==> config.mk <==
export PLATFORM = sky130hd
export DESIGN_NAME = mem_bus_arbiter
export DESIGN_NICKNAME = d
export VERILOG_FILES = /design/src/rtl/mem_bus_arbiter.sv
export SDC_FILE = /design/constraint.sdc
export NUM_CORES = 1
export LEC_CHECK = 0
export CAP_MARGIN = 20
export CORE_AREA = 2 2 272 274
export CTS_BUF_LIST = sky130_fd_sc_hd__clkbuf_2 sky130_fd_sc_hd__clkbuf_4 sky130_fd_sc_hd__clkbuf_8
export DETAILED_ROUTE_END_ITERATION = 8
export DIE_AREA = 0 0 274 276
export PLACE_DENSITY_LB_ADDON = 0.3
export SLEW_MARGIN = 10
export SYNTH_ARGS = -nofsm -noshare
export SYNTH_HDL_FRONTEND = slang
export SYNTH_SLANG_ARGS = --single-unit
==> constraint.sdc <==
create_clock -name clk -period 3.4 [get_ports clk]
set_clock_uncertainty 0.15 [all_clocks]
set_input_delay 0.34 -clock clk [delete_from_list [all_inputs] [get_ports clk]]
set_output_delay 0.34 -clock clk [all_outputs]
set_load 0.005 [all_outputs]
==> src/rtl/mem_bus_arbiter.sv <==
// mem_bus_arbiter
//   Shares one C2 main-memory bus between two line-level requesters
//   (e.g. D-cache = 0, I-cache = 1). Round-robin arbitration, a single
//   outstanding READ/WRITE command, RESPONSE wait with timeout, and a
//   one-cycle completion pulse back to the owning requester.
//
// Ports
//   clk, reset_n        clock, synchronous active-low reset
//   req_valid/write     per-requester request and direction (bit i = req i)
//   req_addr/wdata      per-requester line address / write line (packed)
//   req_ready           one-hot accept pulse (combinational, IDLE only)
//   rsp_valid           one-hot completion pulse to the owner
//   rsp_err             completion was a timeout
//   rsp_rdata           read line (0 for writes and timeouts)
//   mem_cmd             C2 command: 0 NOP, 2 READ, 3 WRITE
//   mem_addr/wdata      command address / write line
//   mem_rsp/rdata       memory status (1 = RESPONSE) and read line
//   spurious            sticky flag: RESPONSE seen outside WAIT
module mem_bus_arbiter #(
  parameter int ADDR_W     = 15,
  parameter int LINE_BYTES = 16,
  parameter int TIMEOUT    = 100
) (
  input  logic                         clk,
  input  logic                         reset_n,
  input  logic [1:0]                   req_valid,
  input  logic [1:0]                   req_write,
  input  logic [2*ADDR_W-1:0]          req_addr,
  input  logic [2*LINE_BYTES*8-1:0]    req_wdata,
  output logic [1:0]                   req_ready,
  output logic [1:0]                   rsp_valid,
  output logic                         rsp_err,
  output logic [LINE_BYTES*8-1:0]      rsp_rdata,
  output logic [1:0]                   mem_cmd,
  output logic [ADDR_W-1:0]            mem_addr,
  output logic [LINE_BYTES*8-1:0]      mem_wdata,
  input  logic [1:0]                   mem_rsp,
  input  logic [LINE_BYTES*8-1:0]      mem_rdata,
  output logic                         spurious
);

  localparam int LW    = LINE_BYTES * 8;
  localparam int CNT_W = (TIMEOUT > 1) ? $clog2(TIMEOUT) : 1;
  localparam logic [CNT_W-1:0] CNT_LAST = CNT_W'(TIMEOUT - 1);

  typedef enum logic [1:0] {
    S_IDLE,
    S_ISSUE,
    S_WAIT,
    S_RESP
  } state_t;

  state_t r_state, w_next;

  logic             r_last;
  logic             r_owner;
  logic             r_write;
  logic [ADDR_W-1:0] r_addr;
  logic [LW-1:0]    r_wdata;
  logic [CNT_W-1:0] r_cnt;
  logic [LW-1:0]    r_rdata;
  logic             r_err;
  logic             r_spur;

  logic             w_any;
  logic             w_gnt;
  logic             w_take;
  logic             w_rsp_hit;
  logic             w_timeout;
  logic [ADDR_W-1:0] w_sel_addr;
  logic [LW-1:0]    w_sel_wdata;

  assign w_any     = |req_valid;
  assign w_rsp_hit = (mem_rsp == 2'd1);
  assign w_timeout = (r_cnt == CNT_LAST);
  // Gated by reset_n so no accept pulse is shown while reset is applied.
  assign w_take    = (r_state == S_IDLE) && w_any && reset_n;

  // Round-robin pick: a lone requester wins; on a tie the one not granted last.
  always_comb begin
    w_gnt = 1'b0;
    case (req_valid)
      2'b01:   w_gnt = 1'b0;
      2'b10:   w_gnt = 1'b1;
      2'b11:   w_gnt = ~r_last;
      default: w_gnt = 1'b0;
    endcase
  end

  assign w_sel_addr  = w_gnt ? req_addr[2*ADDR_W-1:ADDR_W] : req_addr[ADDR_W-1:0];
  assign w_sel_wdata = w_gnt ? req_wdata[2*LW-1:LW]        : req_wdata[LW-1:0];

  // State register
  always_ff @(posedge clk) begin
    if (!reset_n) r_state <= S_IDLE;
    else          r_state <= w_next;
  end

  // Next-state logic
  always_comb begin
    w_next = r_state;
    case (r_state)
      S_IDLE:  if (w_any) w_next = S_ISSUE;
      S_ISSUE: w_next = S_WAIT;
      S_WAIT:  if (w_rsp_hit || w_timeout) w_next = S_RESP;
      S_RESP:  w_next = S_IDLE;
      default: w_next = S_IDLE;
    endcase
  end

  // Transaction latches, wait counter and sticky spurious flag
  always_ff @(posedge clk) begin
    if (!reset_n) begin
      r_last  <= 1'b1;
      r_owner <= 1'b0;
      r_write <= 1'b0;
      r_addr  <= '0;
      r_wdata <= '0;
      r_cnt   <= '0;
      r_rdata <= '0;
      r_err   <= 1'b0;
      r_spur  <= 1'b0;
    end else begin
      if (w_rsp_hit && (r_state != S_WAIT)) r_spur <= 1'b1;
      case (r_state)
        S_IDLE: begin
          if (w_any) begin
            r_last  <= w_gnt;
            r_owner <= w_gnt;
            r_write <= req_write[w_gnt];
            r_addr  <= w_sel_addr;
            r_wdata <= w_sel_wdata;
          end
        end
        S_ISSUE: r_cnt <= '0;
        S_WAIT: begin
          // A response on the final timeout cycle still counts as success.
          if (w_rsp_hit) begin
            r_rdata <= r_write ? '0 : mem_rdata;
            r_err   <= 1'b0;
          end else if (w_timeout) begin
            r_rdata <= '0;
            r_err   <= 1'b1;
          end else begin
            r_cnt <= r_cnt + 1'b1;
          end
        end
        default: ;
      endcase
    end
  end

  // Output logic
  always_comb begin
    req_ready = '0;
    rsp_valid = '0;
    rsp_err   = 1'b0;
    rsp_rdata = '0;
    mem_cmd   = 2'd0;
    mem_addr  = '0;
    mem_wdata = '0;
    if (w_take) req_ready[w_gnt] = 1'b1;
    case (r_state)
      S_ISSUE: begin
        mem_cmd   = r_write ? 2'd3 : 2'd2;
        mem_addr  = r_addr;
        mem_wdata = r_wdata;
      end
      S_WAIT: begin
        mem_addr  = r_addr;
        mem_wdata = r_wdata;
      end
      S_RESP: begin
        rsp_valid[r_owner] = 1'b1;
        rsp_err            = r_err;
        rsp_rdata          = r_rdata;
      end
      default: ;
    endcase
  end

  assign spurious = r_spur;

endmodule

==> impl_metrics.yaml, run 1 <==
outcome:
  status: "finished, final reports clean"
global_route:
  grt_pass1_vias: 12664
  grt_max_degree: 155
  antenna_found_initial: 13
  track_usage_pct: 13.86
  grt_pass1_wl_um: 80310
  grt_overflow: 0
synthesis:
  syn_nets: 1746
  yosys_warnings: 0
  synth_top_cell_by_area: "dfxtp_1"
  netlist_top_cells_area: "dfxtp_1 45%, and2_1 14%, mux2i_1 11%"
  syn_area_um2: 12770
  netlist_instances: 1319
  synth_cell_types: 38
  synth-async-reset-ratio_pct: 0
  synth-edff-count: 0
  yosysTopAreaCellShare_pct: 44.67
  yosys_most_used_dff: "dfxtp_1"
  ys_seq_area_share_pct: 44.67
  syn_avg_cell_area_um2: 9.683
  synth_seq_cells: 285
drt:
  via_per_inst: 4.120
  first_pass_iters: 7
  wl_per_cell_um: 18.50
  drc: 0
  routed_wl_um: 55140
  vias: 12281
  first_iter_violations: 393
  ant_nets: 0
sta:
  slew_viol_final: 0
  period_minus_slack_ns: 3.140
  max_freq_ghz: 0.3185
  setup_ws_ns: 0.2600
  max_slew.worst_pin.slew_ns: 0.7746
  setup_violations: 0
  final-hold-violation-count: 0
  finalSetupTns_ns: 0
  maxSlewHeadroom_pct: 48.19
  fin_crit_sh_pct: 92.35
  rsz0062_at_grt: "false"
setup_path:
  critical-path-top-delay-family: "buffers and inverters"
  r2r_slack_ns: 0.86
  slowest_stage: "clkdlybuf4s50_1"
  r2r-start: "r_state[0]"
  path_cells: "inv_1, ha_4, buf_4, buf_12, and2_1, clkdlybuf4s50_1"
  cp_slowest_stage_delay_ns: 0.52
  critPathCaptureType: "output pin"
  crit_buf_inv: 4
  crit_type: "flop to output pin"
  cp_max_fo: 34
  cp-start-kind: "flop"
  arrival_ns: 2.65
  cp-startpoint: "r_state[0]"
  crit_required_ns: 2.91
cts:
  clockRootBuffer: "clkbuf_8"
  cts_sinks: 285
  worst_skew_pair.late_latency_ns: 0.64
  htree_levels: 2
  ctsLongestPathBuffers: 3
  cts_made_buffers: 56
  clk_pin_slew_ns: 0.06
  cts_tree: "yes"
power:
  leakagePower_nw: 8.207
  ir_drop_mv: 0.4663
  p_per_area_nw_per_um2: 575.1
floorplanning:
  coreArea_um2: 72590
  rows: 99
  num_io_pins: 701
  start_util_pct: 17.60
  die_width_um: 274
  die_area_um2: 75620
  die_h_um: 276
hold_path:
  worstHoldStart: "mem_rdata[122]"
  hold_class: "primary input to flop"
place:
  dpl_worst_slack_ns: 0.5137
  port_buffers: 700
  place_congestion: 0.8036
  post_dp_cell_area_um2: 20590
  dp.final_hpwl_um: 40150
cells_and_area:
  final_cell_mix: "699 x clkdlybuf4s50_1, 285 x dfxtp_1, 277 x and2_1"
  syn_to_final_growth_pct: 70.95
  fin_nets: 2409
  fill_cells: 7569
  drive_above_1_share_pct: 10.41
  final_area_um2: 21830
  final_common_cell: "clkdlybuf4s50_1"
flow_run:
  cap_violations: 0
==> routing by layer <==
metal	track usage [%]	routed length, um	vias to the layer above
met2	24.02	27130	508
met4	5.909	1671	8
li1	-	-	6002
met5	0	40	-
met3	5.437	5351	107
met1	14.84	20950	5656
==> state kept, by name, summed over array words and instances (netlist names) <==
register and flops:
r_rdata 128, r_wdata 128, r_addr 15, r_cnt 7
r_state 2, r_err 1, r_last 1, r_owner 1
r_write 1, spurious 1
==> cell usage after synthesis (2+ instances only) <==
library cell and count:
nand2b_1 2, a21oi_1 149, nor2_1 10, and3_1 3, or3_2 2, xor2_1 3, buf_12 11, clkbuf_1 63
nand3_1 3, nand2_1 11, buf_2 31, buf_6 5, mux2i_1 144, a22o_2 73, nor2b_1 3, nand4_1 2
dfxtp_1 285, a22o_1 55, buf_4 15, ha_1 5, and2_1 277, inv_1 3, o21ai_0 148, o211ai_1 2
==> per-stage QoR <==
stage                     power (mW)  hold slack, ns  utilization, %  instances
after detailed placement       8.886          0.2979           28.37       2877
after CTS                      12.78         0.06198           29.99       2973
after global routing           13.39         0.09085           30.08       2980
after global placement         8.835          0.2978           28.37       2877
after floorplan                6.524          0.2840               -       1319
final                          12.56          0.1517           30.08       2981
==> worst reg2reg max path, cell delays in order, from the launching register on <==
cell and delay [ns]:
dfxtp_1 0.35, inv_1 0.15, ha_1 0.46, nand2_1 0.19, nor3_4 0.63, buf_12 0.31, a22o_2 0.24
==> area by class of cell <==
cell class              count  area (um^2)  area share, %
flip-flops and latches    285         5705          26.13
clock inverters             7        96.34         0.4412
repair buffers            731         7435          34.05
clock buffers              87         1060          4.854
well taps                 959         1200          5.495
diodes                      4        10.01        0.04584
inverters                   3        11.26        0.05157
multi-input cells         905         6317          28.93
==> final timing paths <==
check / to / cells past startpoint
hold reg to reg: r_rdata[121] / 1
hold / removal: r_rdata[122] / 2
setup reg to reg: r_rdata[95] / 6
setup / recovery: mem_wdata[36] / 6
==> cell families (layout without fill, tap and decap cells) <==
group,after synthesis,after routing,synth area share [%]
muxes,145,145,11.37
and+or+nand+nor,318,318,15.22
DFF,285,285,44.67
adders and majority gates,5,5,0.4898
other,0,4,0
buffers and inverters,129,828,6.230
AOI/OAI and AO/OA,434,434,21.81
xor gates and xnor gates,3,3,0.2058
==> power by group <==
group          internal (mW)  switching (mW)
Clock                   2.11            1.56
Sequential              4.13           0.382
Combinational           2.29            2.08
==> repair_timing <==
action                                  in CTS  in global routing
pin swaps                                    1                  1
hold buffers                                 1                  0
endpoints found under the setup margin       2                 32
gates resized for setup                      0                  1
setup buffers                                1                  4
endpoints found under the hold margin       11                  0
(Power assumes the default switching activity.)
==> run 2: changes to the inputs <==
--- a/config.mk
+++ b/config.mk
@@ -11,7 +11,6 @@
 export DETAILED_ROUTE_END_ITERATION = 8
 export DIE_AREA = 0 0 274 276
 export PLACE_DENSITY_LB_ADDON = 0.3
-export SLEW_MARGIN = 10
 export SYNTH_ARGS = -nofsm -noshare
 export SYNTH_HDL_FRONTEND = slang
 export SYNTH_SLANG_ARGS = --single-unit
==> results of run 2 <==
The final DEF is identical to that of run 1; final timing and power are the same.
==> run 3: changes to the inputs <==
--- a/config.mk
+++ b/config.mk
@@ -6,10 +6,10 @@
 export NUM_CORES = 1
 export LEC_CHECK = 0
 export CAP_MARGIN = 20
-export CORE_AREA = 2 2 272 274
+export CORE_AREA = 2 2 276 278
 export CTS_BUF_LIST = sky130_fd_sc_hd__clkbuf_2 sky130_fd_sc_hd__clkbuf_4 sky130_fd_sc_hd__clkbuf_8
 export DETAILED_ROUTE_END_ITERATION = 8
-export DIE_AREA = 0 0 274 276
+export DIE_AREA = 0 0 278 280
 export PLACE_DENSITY_LB_ADDON = 0.3
 export SYNTH_ARGS = -nofsm -noshare
 export SYNTH_HDL_FRONTEND = slang
==> run 3 against run 2 <==
  * Fmax is 0.32% lower
  * Clock-buffer cell count is 5 higher
  * Die area is 2.9% higher
  * Total power hardly changed
  * Cell count is 0.84% higher
  * Utilization is 1.1 points lower
  * Clock power is 4% higher
  * Wire length is 2.4% lower
  * Sequential power hardly changed
==> impl_metrics.yaml, run 3 (same netlist as run 1, synthesis figures left out) <==
outcome:
  status: "finished, final reports clean"
cts:
  cts_tree: "yes"
  cts_made_buffers: 56
  htree_levels: 2
  cts_setup_buffers: 0
  worst_skew_pair.late_latency_ns: 0.64
  postCtsHoldBufs: 1
  ctsLongestPathBuffers: 3
  cts_resized: 0
  cts_sinks: 285
  clockRootBuffer: "clkbuf_8"
  clk_pin_slew_ns: 0.06
hold_path:
  hold_class: "primary input to flop"
  holdPathStages: 2
  whs_endpoint: "r_rdata[84]"
  worstHoldStart: "mem_rdata[84]"
sta:
  max_slew.worst_pin.slew_ns: 0.9500
  period_minus_slack_ns: 3.150
  rsz0062_at_grt: "false"
  final-hold-violation-count: 0
  setup_violations: 0
  maxSlewHeadroom_pct: 36.67
  fin_crit_sh_pct: 92.65
  max_freq_ghz: 0.3174
  finalSetupTns_ns: 0
  slew_viol_final: 0
global_route:
  antenna_found_initial: 15
  grt_pass1_vias: 12700
  grt_max_degree: 176
  grt_pass1_wl_um: 78620
  track_usage_pct: 13.12
  grt_overflow: 0
setup_path:
  cp_max_fo: 87
  r2r_slack_ns: 1.03
  reg2regPathDepth: 6
  crit_required_ns: 2.91
  worstReg2RegEnd: "r_rdata[95]"
  critical-path-top-delay-family: "buffers and inverters"
  crit_type: "flop to output pin"
  cp_slowest_stage_delay_ns: 0.54
  critPathCaptureType: "output pin"
  slowest_stage: "clkdlybuf4s50_1"
  r2r-start: "r_state[0]"
  cp-startpoint: "r_state[1]"
  cp-start-kind: "flop"
  arrival_ns: 2.66
  path_cells: "inv_1, ha_4, buf_12, and2_1, clkdlybuf4s50_1"
  crit_buf_inv: 3
power:
  p_comb_share_pct: 33.6
  leakagePower_nw: 8.208
  total_power_mw: 12.55
  p_per_area_nw_per_um2: 575.3
  seq_power_share_pct: 35.9
  p_int_mw: 8.542
  ir_drop_mv: 0.3895
  power_frac_clock_pct: 30.5
  p_sw_mw: 4.003
  p_sw_share_pct: 31.91
flow_run:
  cap_violations: 0
floorplanning:
  die_h_um: 280
  rows: 101
  coreArea_um2: 75190
  num_io_pins: 701
  start_util_pct: 16.99
  die_width_um: 278
  die_area_um2: 77840
cells_and_area:
  fin_nets: 2406
  fill_cells: 7900
  register_area_um2: 5705
  drive_above_1_share_pct: 10.58
  multi_input_area_um2: 6307
  final_common_cell: "clkdlybuf4s50_1"
  largestRegisters: "r_rdata (128), r_wdata (128), r_addr (15)"
  syn_to_final_growth_pct: 70.74
  final_cell_mix: "699 x clkdlybuf4s50_1, 285 x dfxtp_1, 277 x and2_1"
drt:
  routed_wl_um: 53840
  wl_per_cell_um: 17.91
  ant_nets: 0
  drc: 0
  via_per_inst: 4.074
  vias: 12245
  first_iter_violations: 350
  first_pass_iters: 5
place:
  port_buffers: 700
  place_congestion: 0.7912
  dp.final_hpwl_um: 39580
run 3: cell count changes in the layout (fill, tap and decap cells not counted), sizes merged:
cell      previous run  this run
clkinvlp             2         0
clkbuf              87        92
diode                4         6
clkinv               2         6
buf                 31        28
run 3: stage by stage:
stage | hold slack [ns] | utilization [%] | cell area [um^2] | std cells | worst slack [ns]
2_1_floorplan | 0.2840 | - | 12770 | 1319 | 1.400
3_5_place_dp | 0.2985 | 27.34 | 20550 | 2898 | 0.5262
4_1_cts | 0.06282 | 28.98 | 21790 | 3000 | 0.1113
5_1_grt | 0.08617 | 29.00 | 21810 | 3006 | 0.06318
3_3_place_gp | 0.2979 | 27.34 | 20550 | 2898 | 0.5527
6_report | 0.1631 | 29.00 | 21810 | 3006 | 0.2498
run 3: worst max-delay path by stage:
stage / end / slack, ns / depth (start not counted)
after global placement: req_ready[0] / 0.55 / 5
after floorplan: mem_addr[0] / 1.40 / 6
after global routing: mem_addr[11] / 0.06 / 5
after CTS: mem_wdata[11] / 0.11 / 5
after detailed placement: req_ready[0] / 0.53 / 5
final: mem_wdata[11] / 0.25 / 5
run 3: cell type report:
class | count | share of cell area (%)
inverter | 3 | 0.05164
clock inverter | 9 | 0.4820
tap | 978 | 5.611
antenna | 6 | 0.06885
timing repair buffer | 728 | 33.55
clock buffer | 92 | 5.147
multi-input combinational | 905 | 28.92
sequential | 285 | 26.16
run 3: worst register-to-register path: cells and delay by family (launching register included):
| kind | cells | cell delay, ns |
|---|---|---|
| buffers and inverters | 2 | 0.52 |
| adder cells (fa/ha/maj) | 1 | 0.48 |
| AO/OA/AOI/OAI | 1 | 0.45 |
| AND/OR/NAND/NOR | 2 | 0.39 |
| flip-flops | 1 | 0.32 |
run 3: per-layer routing:
layer	wire length [um]	vias up	track usage [%]	part of all wire [%]
li1	-	5986	-	-
met1	21030	5629	14.48	39
met2	25840	533	22.26	48
met3	5400	93	5.471	10
met4	1551	4	5.308	2.9
met5	24	-	0	0.045
run 3: power groups by stage:
stage	Clock [mW]	Combinational [mW]	Sequential, mW
floorplan	0	2.11	4.41
global placement	0	4.24	4.53
detailed placement	0	4.27	4.55
CTS	4.02	4.30	4.50
global route	4.16	4.62	4.60
finish	3.83	4.22	4.50
